==> src/rtl/frame_sequencer.sv <==
// Serial frame sequencer: LSB-first length header, payload byte assembly, gap timeout.
// Define FRAME_SEQ_CRC_EN to receive and check a 16-bit CRC-16-CCITT trailer after the payload.
module frame_sequencer #(
    parameter int unsigned MAX_LEN = 64,
    parameter int unsigned TIMEOUT = 16
) (
    input  logic       clk,
    input  logic       rst,
    input  logic       demod_bit,
    input  logic       demod_valid,
    output logic       fsc_end,
    output logic [7:0] byte_out,
    output logic       byte_valid,
    output logic       frame_done,
    output logic       frame_err,
    output logic       busy
);
    localparam int unsigned GAP_W = (TIMEOUT < 2) ? 1 : $clog2(TIMEOUT);

    typedef enum logic [2:0] {
        S_IDLE    = 3'd0,
        S_HDR     = 3'd1,
        S_PAYLOAD = 3'd2,
        S_CRC     = 3'd3,
        S_END     = 3'd4
    } state_t;

    state_t           r_state, w_state_nxt;
    logic [7:0]       r_len, w_len_nxt;
    logic [7:0]       r_shift, w_shift_nxt;
    logic [3:0]       r_bit_cnt, w_bit_cnt_nxt;
    logic [7:0]       r_byte_cnt, w_byte_cnt_nxt;
    logic [GAP_W-1:0] r_gap, w_gap_nxt;
    logic             r_armed, w_armed_nxt;
    logic             r_fsc_end, w_fsc_end_nxt;
    logic [7:0]       r_byte_out, w_byte_out_nxt;
    logic             r_byte_valid, w_byte_valid_nxt;
    logic             r_frame_done, w_frame_done_nxt;
    logic             r_frame_err, w_frame_err_nxt;
    logic             r_busy, w_busy_nxt;
    logic [7:0]       w_shift_in;
    logic             w_in_frame;
    logic             w_gap_hit;
`ifdef FRAME_SEQ_CRC_EN
    logic [15:0]      r_crc, w_crc_nxt;
    logic [15:0]      r_crc_rx, w_crc_rx_nxt;
    logic [15:0]      w_crc_upd;
    logic [15:0]      w_crc_rx_in;
    logic             w_crc_fb;

    // Bitwise CRC-16-CCITT (poly 0x1021), bits taken in arrival order
    assign w_crc_fb    = r_crc[15] ^ demod_bit;
    assign w_crc_upd   = {r_crc[14:0], 1'b0} ^ (w_crc_fb ? 16'h1021 : 16'h0000);
    assign w_crc_rx_in = {demod_bit, r_crc_rx[15:1]};
`endif

    assign w_shift_in = {demod_bit, r_shift[7:1]};
    assign w_in_frame = (r_state == S_HDR) || (r_state == S_PAYLOAD) || (r_state == S_CRC);
    assign w_gap_hit  = (r_gap == GAP_W'(TIMEOUT - 1));

    always_comb begin
        w_state_nxt      = r_state;
        w_len_nxt        = r_len;
        w_shift_nxt      = r_shift;
        w_bit_cnt_nxt    = r_bit_cnt;
        w_byte_cnt_nxt   = r_byte_cnt;
        w_gap_nxt        = r_gap;
        w_armed_nxt      = r_armed;
        w_byte_out_nxt   = r_byte_out;
        w_fsc_end_nxt    = 1'b0;
        w_byte_valid_nxt = 1'b0;
        w_frame_done_nxt = 1'b0;
        w_frame_err_nxt  = 1'b0;
`ifdef FRAME_SEQ_CRC_EN
        w_crc_nxt        = r_crc;
        w_crc_rx_nxt     = r_crc_rx;
`endif

        // Gap watchdog; completion needs demod_valid=1 so it can never collide with a timeout
        if (w_in_frame) begin
            if (demod_valid) begin
                w_gap_nxt = '0;
            end else if (w_gap_hit) begin
                w_gap_nxt       = '0;
                w_frame_err_nxt = 1'b1;
                w_state_nxt     = S_END;
            end else begin
                w_gap_nxt = r_gap + GAP_W'(1);
            end
        end

        case (r_state)
            S_IDLE: begin
                if (!demod_valid) begin
                    w_armed_nxt = 1'b1;
                end else if (r_armed) begin
                    w_state_nxt    = S_HDR;
                    w_shift_nxt    = w_shift_in;
                    w_bit_cnt_nxt  = 4'd1;
                    w_byte_cnt_nxt = 8'd0;
                    w_gap_nxt      = '0;
`ifdef FRAME_SEQ_CRC_EN
                    w_crc_nxt      = 16'hFFFF;
`endif
                end
            end
            S_HDR: begin
                if (demod_valid) begin
                    w_shift_nxt   = w_shift_in;
                    w_bit_cnt_nxt = r_bit_cnt + 4'd1;
                    if (r_bit_cnt == 4'd7) begin
                        w_len_nxt     = w_shift_in;
                        w_bit_cnt_nxt = 4'd0;
                        if ((w_shift_in == 8'd0) || (w_shift_in > 8'(MAX_LEN))) begin
                            w_frame_err_nxt = 1'b1;
                            w_state_nxt     = S_END;
                        end else begin
                            w_state_nxt = S_PAYLOAD;
                        end
                    end
                end
            end
            S_PAYLOAD: begin
                if (demod_valid) begin
                    w_shift_nxt   = w_shift_in;
                    w_bit_cnt_nxt = r_bit_cnt + 4'd1;
`ifdef FRAME_SEQ_CRC_EN
                    w_crc_nxt     = w_crc_upd;
`endif
                    if (r_bit_cnt[2:0] == 3'd7) begin
                        w_bit_cnt_nxt    = 4'd0;
                        w_byte_out_nxt   = w_shift_in;
                        w_byte_valid_nxt = 1'b1;
                        w_byte_cnt_nxt   = r_byte_cnt + 8'd1;
                        if ((r_byte_cnt + 8'd1) == r_len) begin
`ifdef FRAME_SEQ_CRC_EN
                            w_state_nxt      = S_CRC;
`else
                            w_frame_done_nxt = 1'b1;
                            w_state_nxt      = S_END;
`endif
                        end
                    end
                end
            end
`ifdef FRAME_SEQ_CRC_EN
            S_CRC: begin
                if (demod_valid) begin
                    w_crc_rx_nxt  = w_crc_rx_in;
                    w_bit_cnt_nxt = r_bit_cnt + 4'd1;
                    if (r_bit_cnt == 4'd15) begin
                        w_bit_cnt_nxt    = 4'd0;
                        w_frame_done_nxt = (w_crc_rx_in == r_crc);
                        w_frame_err_nxt  = (w_crc_rx_in != r_crc);
                        w_state_nxt      = S_END;
                    end
                end
            end
`endif
            S_END: begin
                w_fsc_end_nxt = 1'b1;
                w_armed_nxt   = 1'b0;
                w_gap_nxt     = '0;
                w_state_nxt   = S_IDLE;
            end
            default: begin
                w_state_nxt = S_IDLE;
            end
        endcase

        w_busy_nxt = (w_state_nxt != S_IDLE);
    end

    always_ff @(posedge clk or negedge rst) begin
        if (!rst) begin
            r_state      <= S_IDLE;
            r_len        <= 8'd0;
            r_shift      <= 8'd0;
            r_bit_cnt    <= 4'd0;
            r_byte_cnt   <= 8'd0;
            r_gap        <= '0;
            r_armed      <= 1'b1;
            r_fsc_end    <= 1'b0;
            r_byte_out   <= 8'h00;
            r_byte_valid <= 1'b0;
            r_frame_done <= 1'b0;
            r_frame_err  <= 1'b0;
            r_busy       <= 1'b0;
`ifdef FRAME_SEQ_CRC_EN
            r_crc        <= 16'h0000;
            r_crc_rx     <= 16'h0000;
`endif
        end else begin
            r_state      <= w_state_nxt;
            r_len        <= w_len_nxt;
            r_shift      <= w_shift_nxt;
            r_bit_cnt    <= w_bit_cnt_nxt;
            r_byte_cnt   <= w_byte_cnt_nxt;
            r_gap        <= w_gap_nxt;
            r_armed      <= w_armed_nxt;
            r_fsc_end    <= w_fsc_end_nxt;
            r_byte_out   <= w_byte_out_nxt;
            r_byte_valid <= w_byte_valid_nxt;
            r_frame_done <= w_frame_done_nxt;
            r_frame_err  <= w_frame_err_nxt;
            r_busy       <= w_busy_nxt;
`ifdef FRAME_SEQ_CRC_EN
            r_crc        <= w_crc_nxt;
            r_crc_rx     <= w_crc_rx_nxt;
`endif
        end
    end

    assign fsc_end    = r_fsc_end;
    assign byte_out   = r_byte_out;
    assign byte_valid = r_byte_valid;
    assign frame_done = r_frame_done;
    assign frame_err  = r_frame_err;
    assign busy       = r_busy;

endmodule

==> config.mk <==
export PLATFORM = sky130hd
export DESIGN_NAME = frame_sequencer
export DESIGN_NICKNAME = d
export VERILOG_FILES = /design/src/rtl/frame_sequencer.sv
export SDC_FILE = /design/constraint.sdc
export NUM_CORES = 1
export LEC_CHECK = 0
export ABC_AREA = 0
export BUFFER_PORTS_ARGS = -buffer_cell sky130_fd_sc_hd__buf_2
export CAP_MARGIN = 20
export CORE_UTILIZATION = 30
export CTS_BUF_LIST = sky130_fd_sc_hd__clkbuf_8
export CTS_CLUSTER_SIZE = 40
export DETAILED_ROUTE_END_ITERATION = 7
export HOLD_SLACK_MARGIN = 0.08
export PLACE_DENSITY = 0.54
export RECOVER_POWER = 50
export SLEW_MARGIN = 20
export SYNTH_ARGS = -nofsm -noshare
export SYNTH_HDL_FRONTEND = slang
export SYNTH_SLANG_ARGS = --single-unit
export TNS_END_PERCENT = 30
==> constraint.sdc <==
create_clock -name clk -period 2.2 [get_ports clk]
set_input_delay 0.66 -clock clk [delete_from_list [all_inputs] [get_ports clk]]
set_output_delay 0.66 -clock clk [all_outputs]
set_load 0.05 [all_outputs]
==> metrics.yaml, run 1 <==
sta:
  relSlewSlack_pct: 10.4
  slew_violations: 0
  period_minus_slack_ps: 2120
  fmax_ghz: 0.471
  tightest_slew_ps: 1340
  fin_crit_sh_pct: 96.6
  final-setup-viol-count: 0
  skew_ps: 15.5
  finalHoldViolCount: 0
  hold_ws_ps: 477
floorplanning:
  die_h_um: 93.1
  die-area_sq_um: 8670
  core_area_sq_um: 7890
  rows: 32
  initial_core_util_pct: 31.6
  io_pins: 17
  die_w_um: 93.1
placed_design:
  hpwl_mm: 4.04
  dp.cells: 381
  port_buffers: 16
  routabilityCongestion: 0.803
synth:
  synth_top_family_by_area: "simple AND/OR/NAND/NOR gates"
  ys_warn_count: 0
  synthArstFlopShare_pct: 100
  synth_simple_gate_area_share_pct: 20.7
  synth_top_flop_cell: "dfrtp_1"
  syn-num-nets: 266
  yosys-top-cells-count: "47 x dfrtp_1, 47 x nand2_1, 19 x nor2_1, 16 x mux2_2, 14 x o21ai_0"
  synthXorXnorAreaFrac_pct: 3.52
  synth_top_cell_by_area: "dfrtp_1"
  synth_top_area_share_pct: 47.2
  synthAdderAreaFrac_pct: 2.01
  synth-edff-count: 0
  ys_seq_area_share_pct: 48.3
  syn_area_sq_um: 2490
  synth_area_leaders: "dfrtp_1 47%, mux2_2 7.2%, nand2_1 7.1%"
  ys_ff_latch: 48
  yosysUniqueCellTypes: 49
  syn_inst: 258
  avgSynthCellArea_sq_um: 9.65
  synthMuxAreaShare_pct: 7.64
  synth_compound_area_share_pct: 15.4
routing:
  wire_per_inst_um: 14.3
  drc: 0
  routed_wirelength_mm: 5.60
  vias: 1973
  drtIter0Drc: 82
  via_per_inst: 5.03
  ant_nets: 0
  firstDrtPassIters: 4
cells_and_area:
  syn_to_final_growth_pct: 18.6
  n_antenna_cell: 0
  fin_cells: 392
  num-fill-cells: 803
  final_core_util_pct: 37.4
  final_nets: 297
  layout-drive-gt1-share_pct: 23.4
hold_path:
  hold_path.class: "reg2reg"
clock_tree:
  clkLatencyLatePin_ps: 310
  clkTransAtPathRegs_ps: 100
  cts.sinks: 48
  ctsHoldBuffers: 0
  htree_levels: 2
  cts_tree: "built"
  cts_buffer_depth: 2
  cts_buffers: 5
  clock-root-buffer: "clkbuf_8"
power_and_ir_drop:
  swShare_pct: 31.2
  max-vdd-ir-drop_uv: 317
  seqPwrFrac_pct: 46.2
  p_per_area_nw_per_um2: 892
  leakagePower_uw: 0.00134
  p_switching_uw: 821
  clkPwrFrac_pct: 29.4
  p_int_uw: 1810
  comb_power_share_pct: 24.4
global_route:
  grt_max_degree: 27
  overflow: 0
  grt_use_total_pct: 13.9
  antenna_found_initial: 0
  grt_pass1_wl_mm: 9.44
  grt_pass1_vias: 1915
setup_path:
  cpMaxStageDelayCell: "or4b_4"
  cp-start-kind: "register"
  worstPathCellList: "ha_2 -> xnor2_1 -> nand4_1 -> a31oi_2 -> nand2_1 -> or4b_4 -> o2111ai_2"
  cp_max_fo: 4
  worstPathArrival_ps: 2350
  cp_data_required_time_ps: 2420
  cpPeakStageDelay_ps: 530
  critPathKind: "reg2reg"
  cp-end-kind: "register"
run:
  max_cap_viol_count: 0
status:
  status: "finished clean"
## routing by layer
layer / GRT usage (%) / vias to the layer above / routed length [um]
met5: 0 / - / 0
met4: 4.74 / 0 / 78
met3: 2.28 / 5 / 96
met2: 22.7 / 18 / 2670
met1: 18.7 / 959 / 2750
li1: - / 991 / -
## per-stage QoR
step	cell area [sq um]	setup TNS (ps)	power [uW]	worst slack, ps
after floorplan	2490	0	1660	180
after global routing	2950	-51.8	2800	-51.8
after global placement	2780	0	1870	133
after detailed placement	2780	0	1880	77.8
after CTS	2920	0	2670	39.9
final	2950	0	2630	75.5
## layout by cell type (no fill, tap or decap), drive strengths merged, types with 3 or more instances in the layout
cell    instances
ha              4
dfrtp          47
clkbuf         10
a21o            3
o31ai           4
o22a            3
nand3          10
nand2b          3
nor2           19
a31oi           3
o21ai          15
buf            30
o22ai           4
nand2          47
nor4            6
xnor2           8
inv             5
a21oi          13
mux2           16
## worst max-delay path: cells and delay by family, from the launching register on
family	cells	cell delay [ps]
xor gates and xnor gates	1	110
adders and majority gates	1	350
AOI/OAI and AO/OA	2	400
and+or+nand+nor	3	760
DFF	1	420
## worst paths after layout
path	startpoint	endpoint	slack (ps)	cells after the start
worst min-delay path	byte_out[6]$_DFFE_PN0P_	byte_out[6]$_DFFE_PN0P_	480	2
max in group asynchronous	rst	r_bit_cnt[2]$_DFFE_PN0P_	770	1
worst max-delay path	r_byte_cnt[1]$_DFFE_PN0P_	busy$_DFF_PN0_	80	7
worst max register to register	r_byte_cnt[1]$_DFFE_PN0P_	busy$_DFF_PN0_	80	7
min in group asynchronous	rst	r_shift[3]$_DFFE_PN0P_	630	1
worst min register to register	byte_out[6]$_DFFE_PN0P_	byte_out[6]$_DFFE_PN0P_	480	2
## layout make-up
cell class / count / area (sq um) / area share [%]
tap: 102 / 128 / 4.32
inverter: 4 / 15.0 / 0.508
sequential: 48 / 1200 / 40.7
timing repair buffer: 35 / 221 / 7.50
clock inverter: 3 / 68.8 / 2.33
multi-input combinational: 195 / 1250 / 42.3
clock buffer: 5 / 68.8 / 2.33
## cells by family after synthesis
group,Yosys count
adders and majority gates,4
xor gates and xnor gates,10
DFF,48
and+or+nand+nor,107
AOI/OAI and AO/OA,57
buffers and inverters,15
muxes,17
## repair_timing
item | CTS | global route
resized for setup | 0 | 5
setup endpoints to repair | 0 | 2
setup buffers | 0 | 3
## power groups by stage
| stage | sequential, uW | combinational, uW | clock [uW] |
|---|---|---|---|
| floorplan | 1200 | 460 | 0 |
| global placement | 1220 | 640 | 0 |
| detailed placement | 1230 | 651 | 0 |
| CTS | 1220 | 653 | 799 |
| global route | 1250 | 721 | 835 |
| finish | 1220 | 641 | 775 |
## sequential cells by signal (all words and copies together) (netlist names), 3 cells and up
signal,flops
byte_out,8
r_byte_cnt,8
r_len,8
r_shift,7
r_bit_cnt,4
r_gap,4
r_state,3
(Power assumes the default switching activity.)
==> inputs of run 2 (changes only) <==
--- a/config.mk
+++ b/config.mk
@@ -13,7 +13,7 @@
 export CTS_CLUSTER_SIZE = 40
 export DETAILED_ROUTE_END_ITERATION = 7
 export HOLD_SLACK_MARGIN = 0.08
-export PLACE_DENSITY = 0.54
+export PLACE_DENSITY = 0.49
 export RECOVER_POWER = 50
 export SLEW_MARGIN = 20
 export SYNTH_ARGS = -nofsm -noshare
==> metrics.yaml, run 2 (synthesis results as in run 1) <==
cells_and_area:
  n_antenna_cell: 0
  stdcell_area_sq_um: 2930
  final_cell_mix: "47 x nand2_1, 47 x dfrtp_1, 19 x nor2_1, 16 x mux2_2"
  num-fill-cells: 796
  syn_to_final_growth_pct: 17.6
  fin_cells: 391
  layout-drive-gt1-share_pct: 23.5
  final_nets: 296
placed_design:
  dp.cells: 381
  port_buffers: 16
  routabilityCongestion: 0.815
  hpwl_mm: 4.00
  dpl-instance-area_sq_um: 2780
status:
  status: "finished clean"
global_route:
  grt_max_degree: 34
  antenna_found_initial: 0
  use_met1_pct: 19.1
  grt_busiest_layer: "met2"
  grt_pass1_vias: 1906
  grt_use_total_pct: 14.1
  grt_pass1_wl_mm: 9.54
  grt_use_met2_pct: 22.5
  overflow: 0
  use_met3_pct: 2.85
clock_tree:
  clkTransAtPathRegs_ps: 110
  clkLatencyLatePin_ps: 320
  cts_tree: "built"
  cts_buffer_depth: 2
  clock-root-buffer: "clkbuf_8"
  cts.sinks: 48
  htree_levels: 2
  cts_buffers: 5
routing:
  drtIter0Drc: 125
  drc: 0
  via_per_inst: 5.19
  firstDrtPassIters: 4
  routed_wirelength_mm: 5.75
  vias: 2031
  wire_per_inst_um: 14.7
  ant_nets: 0
sta:
  period_minus_slack_ps: 2140
  rsz0062_at_grt: "no"
  finalHoldViolCount: 0
  skew_ps: 14.1
  hold_ws_ps: 428
  relSlewSlack_pct: 41.5
  fmax_ghz: 0.467
  tightest_slew_ps: 878
  fin_crit_sh_pct: 97.3
  final-setup-viol-count: 0
  fin_setup_tns_ps: 0
  slew_violations: 0
floorplanning:
  die-area_sq_um: 8670
  io_pins: 17
  die_w_um: 93.1
  core_area_sq_um: 7890
  initial_core_util_pct: 31.6
  die_h_um: 93.1
  rows: 32
setup_path:
  cpMaxStageDelayCell: "or4_4"
  worstPathArrival_ps: 2360
  cp-end-kind: "register"
  cp_num_buf_inv: 0
  cpPeakStageDelay_ps: 540
  cp_max_fo: 4
  critPathKind: "reg2reg"
  crit_family: "simple AND/OR/NAND/NOR gates"
  worstPathCellList: "or4_4 -> o31a_1 -> or4_4 -> a21oi_2 -> o31ai_2 -> o2111ai_2"
  cp_data_required_time_ps: 2420
  cp-start-kind: "register"
  crit_top_cell: "or4_4"
power_and_ir_drop:
  swShare_pct: 33.3
  p_per_area_nw_per_um2: 882
  max-vdd-ir-drop_uv: 283
  leakagePower_uw: 0.00132
  comb_power_share_pct: 26.7
  p_switching_uw: 861
  p_int_uw: 1720
  clkPwrFrac_pct: 26.6
  seqPwrFrac_pct: 46.7
run:
  max_cap_viol_count: 0
hold_path:
  hold_path.class: "in2async"
==> run 2: cell count changes in the layout (fill, tap and decap cells not counted) <==
cell	previous run	this run
a21oi_1	11	12
a21oi_2	2	1
a311oi_1	2	1
a311oi_2	0	1
buf_12	1	0
buf_4	15	14
bufinv_16	2	1
clkbuf_2	0	1
clkinvlp_4	0	1
ha_2	1	0
ha_4	0	1
xnor2_1	8	7
xnor2_2	0	1
==> run 2: path summary, 6_finish.rpt <==
kind	start	to	slack (ps)	cells after the start
max	r_shift[1]$_DFFE_PN0P_	busy$_DFF_PN0_	60	6
min	rst	r_byte_cnt[5]$_DFFE_PN0P_	430	1
max reg2reg	r_shift[1]$_DFFE_PN0P_	busy$_DFF_PN0_	60	6
min reg2reg	byte_out[3]$_DFFE_PN0P_	byte_out[3]$_DFFE_PN0P_	480	2
max in group asynchronous	rst	r_len[4]$_DFFE_PN0P_	450	2
min in group clk	byte_out[3]$_DFFE_PN0P_	byte_out[3]$_DFFE_PN0P_	480	2
==> run 2: layout make-up <==
class	count	area, sq um	area share, %
sequential	48	1200	41.1
tap	102	128	4.36
timing repair buffer	34	199	6.79
multi-input combinational	195	1270	43.3
clock inverter	3	46.3	1.58
inverter	4	15.0	0.513
clock buffer	5	68.8	2.35
==> run 2: power groups by stage <==
stage	registers, uW	logic [uW]	clock network (uW)
finish	1210	689	687
global route	1240	771	735
CTS	1200	677	698
detailed placement	1220	672	0
global placement	1220	666	0
floorplan	1200	460	0
==> run 2: per-layer routing <==
| layer | up-vias | part of all wire [%] |
|---|---|---|
| met5 | - | 0 |
| met4 | 0 | 1.3 |
| met3 | 6 | 3.3 |
| met2 | 49 | 47 |
| met1 | 983 | 48 |
| li1 | 993 | - |
==> run 2: through the flow <==
stage | util [%] | setup WS [ps] | total power, uW
2_1_floorplan | - | 180 | 1660
3_3_place_gp | 35.3 | 83.5 | 1880
3_5_place_dp | 35.3 | 57.7 | 1890
4_1_cts | 36.8 | 20.6 | 2580
5_1_grt | 37.1 | 2.16 | 2750
6_report | 37.1 | 59.9 | 2580
==> run 2: what timing repair did <==
item,4_1_cts,5_1_grt
setup buffers,0,2
setup endpoints to repair,0,3
gates resized for setup,0,7
hold buffers,0,0
endpoints found under the hold margin,0,0
==> run 2: worst reg2reg max path, delay by kind of cell, from the launching register on <==
kind	cells	cell delay, ps
simple gates	2	1030
flops	1	420
compound gates	4	610
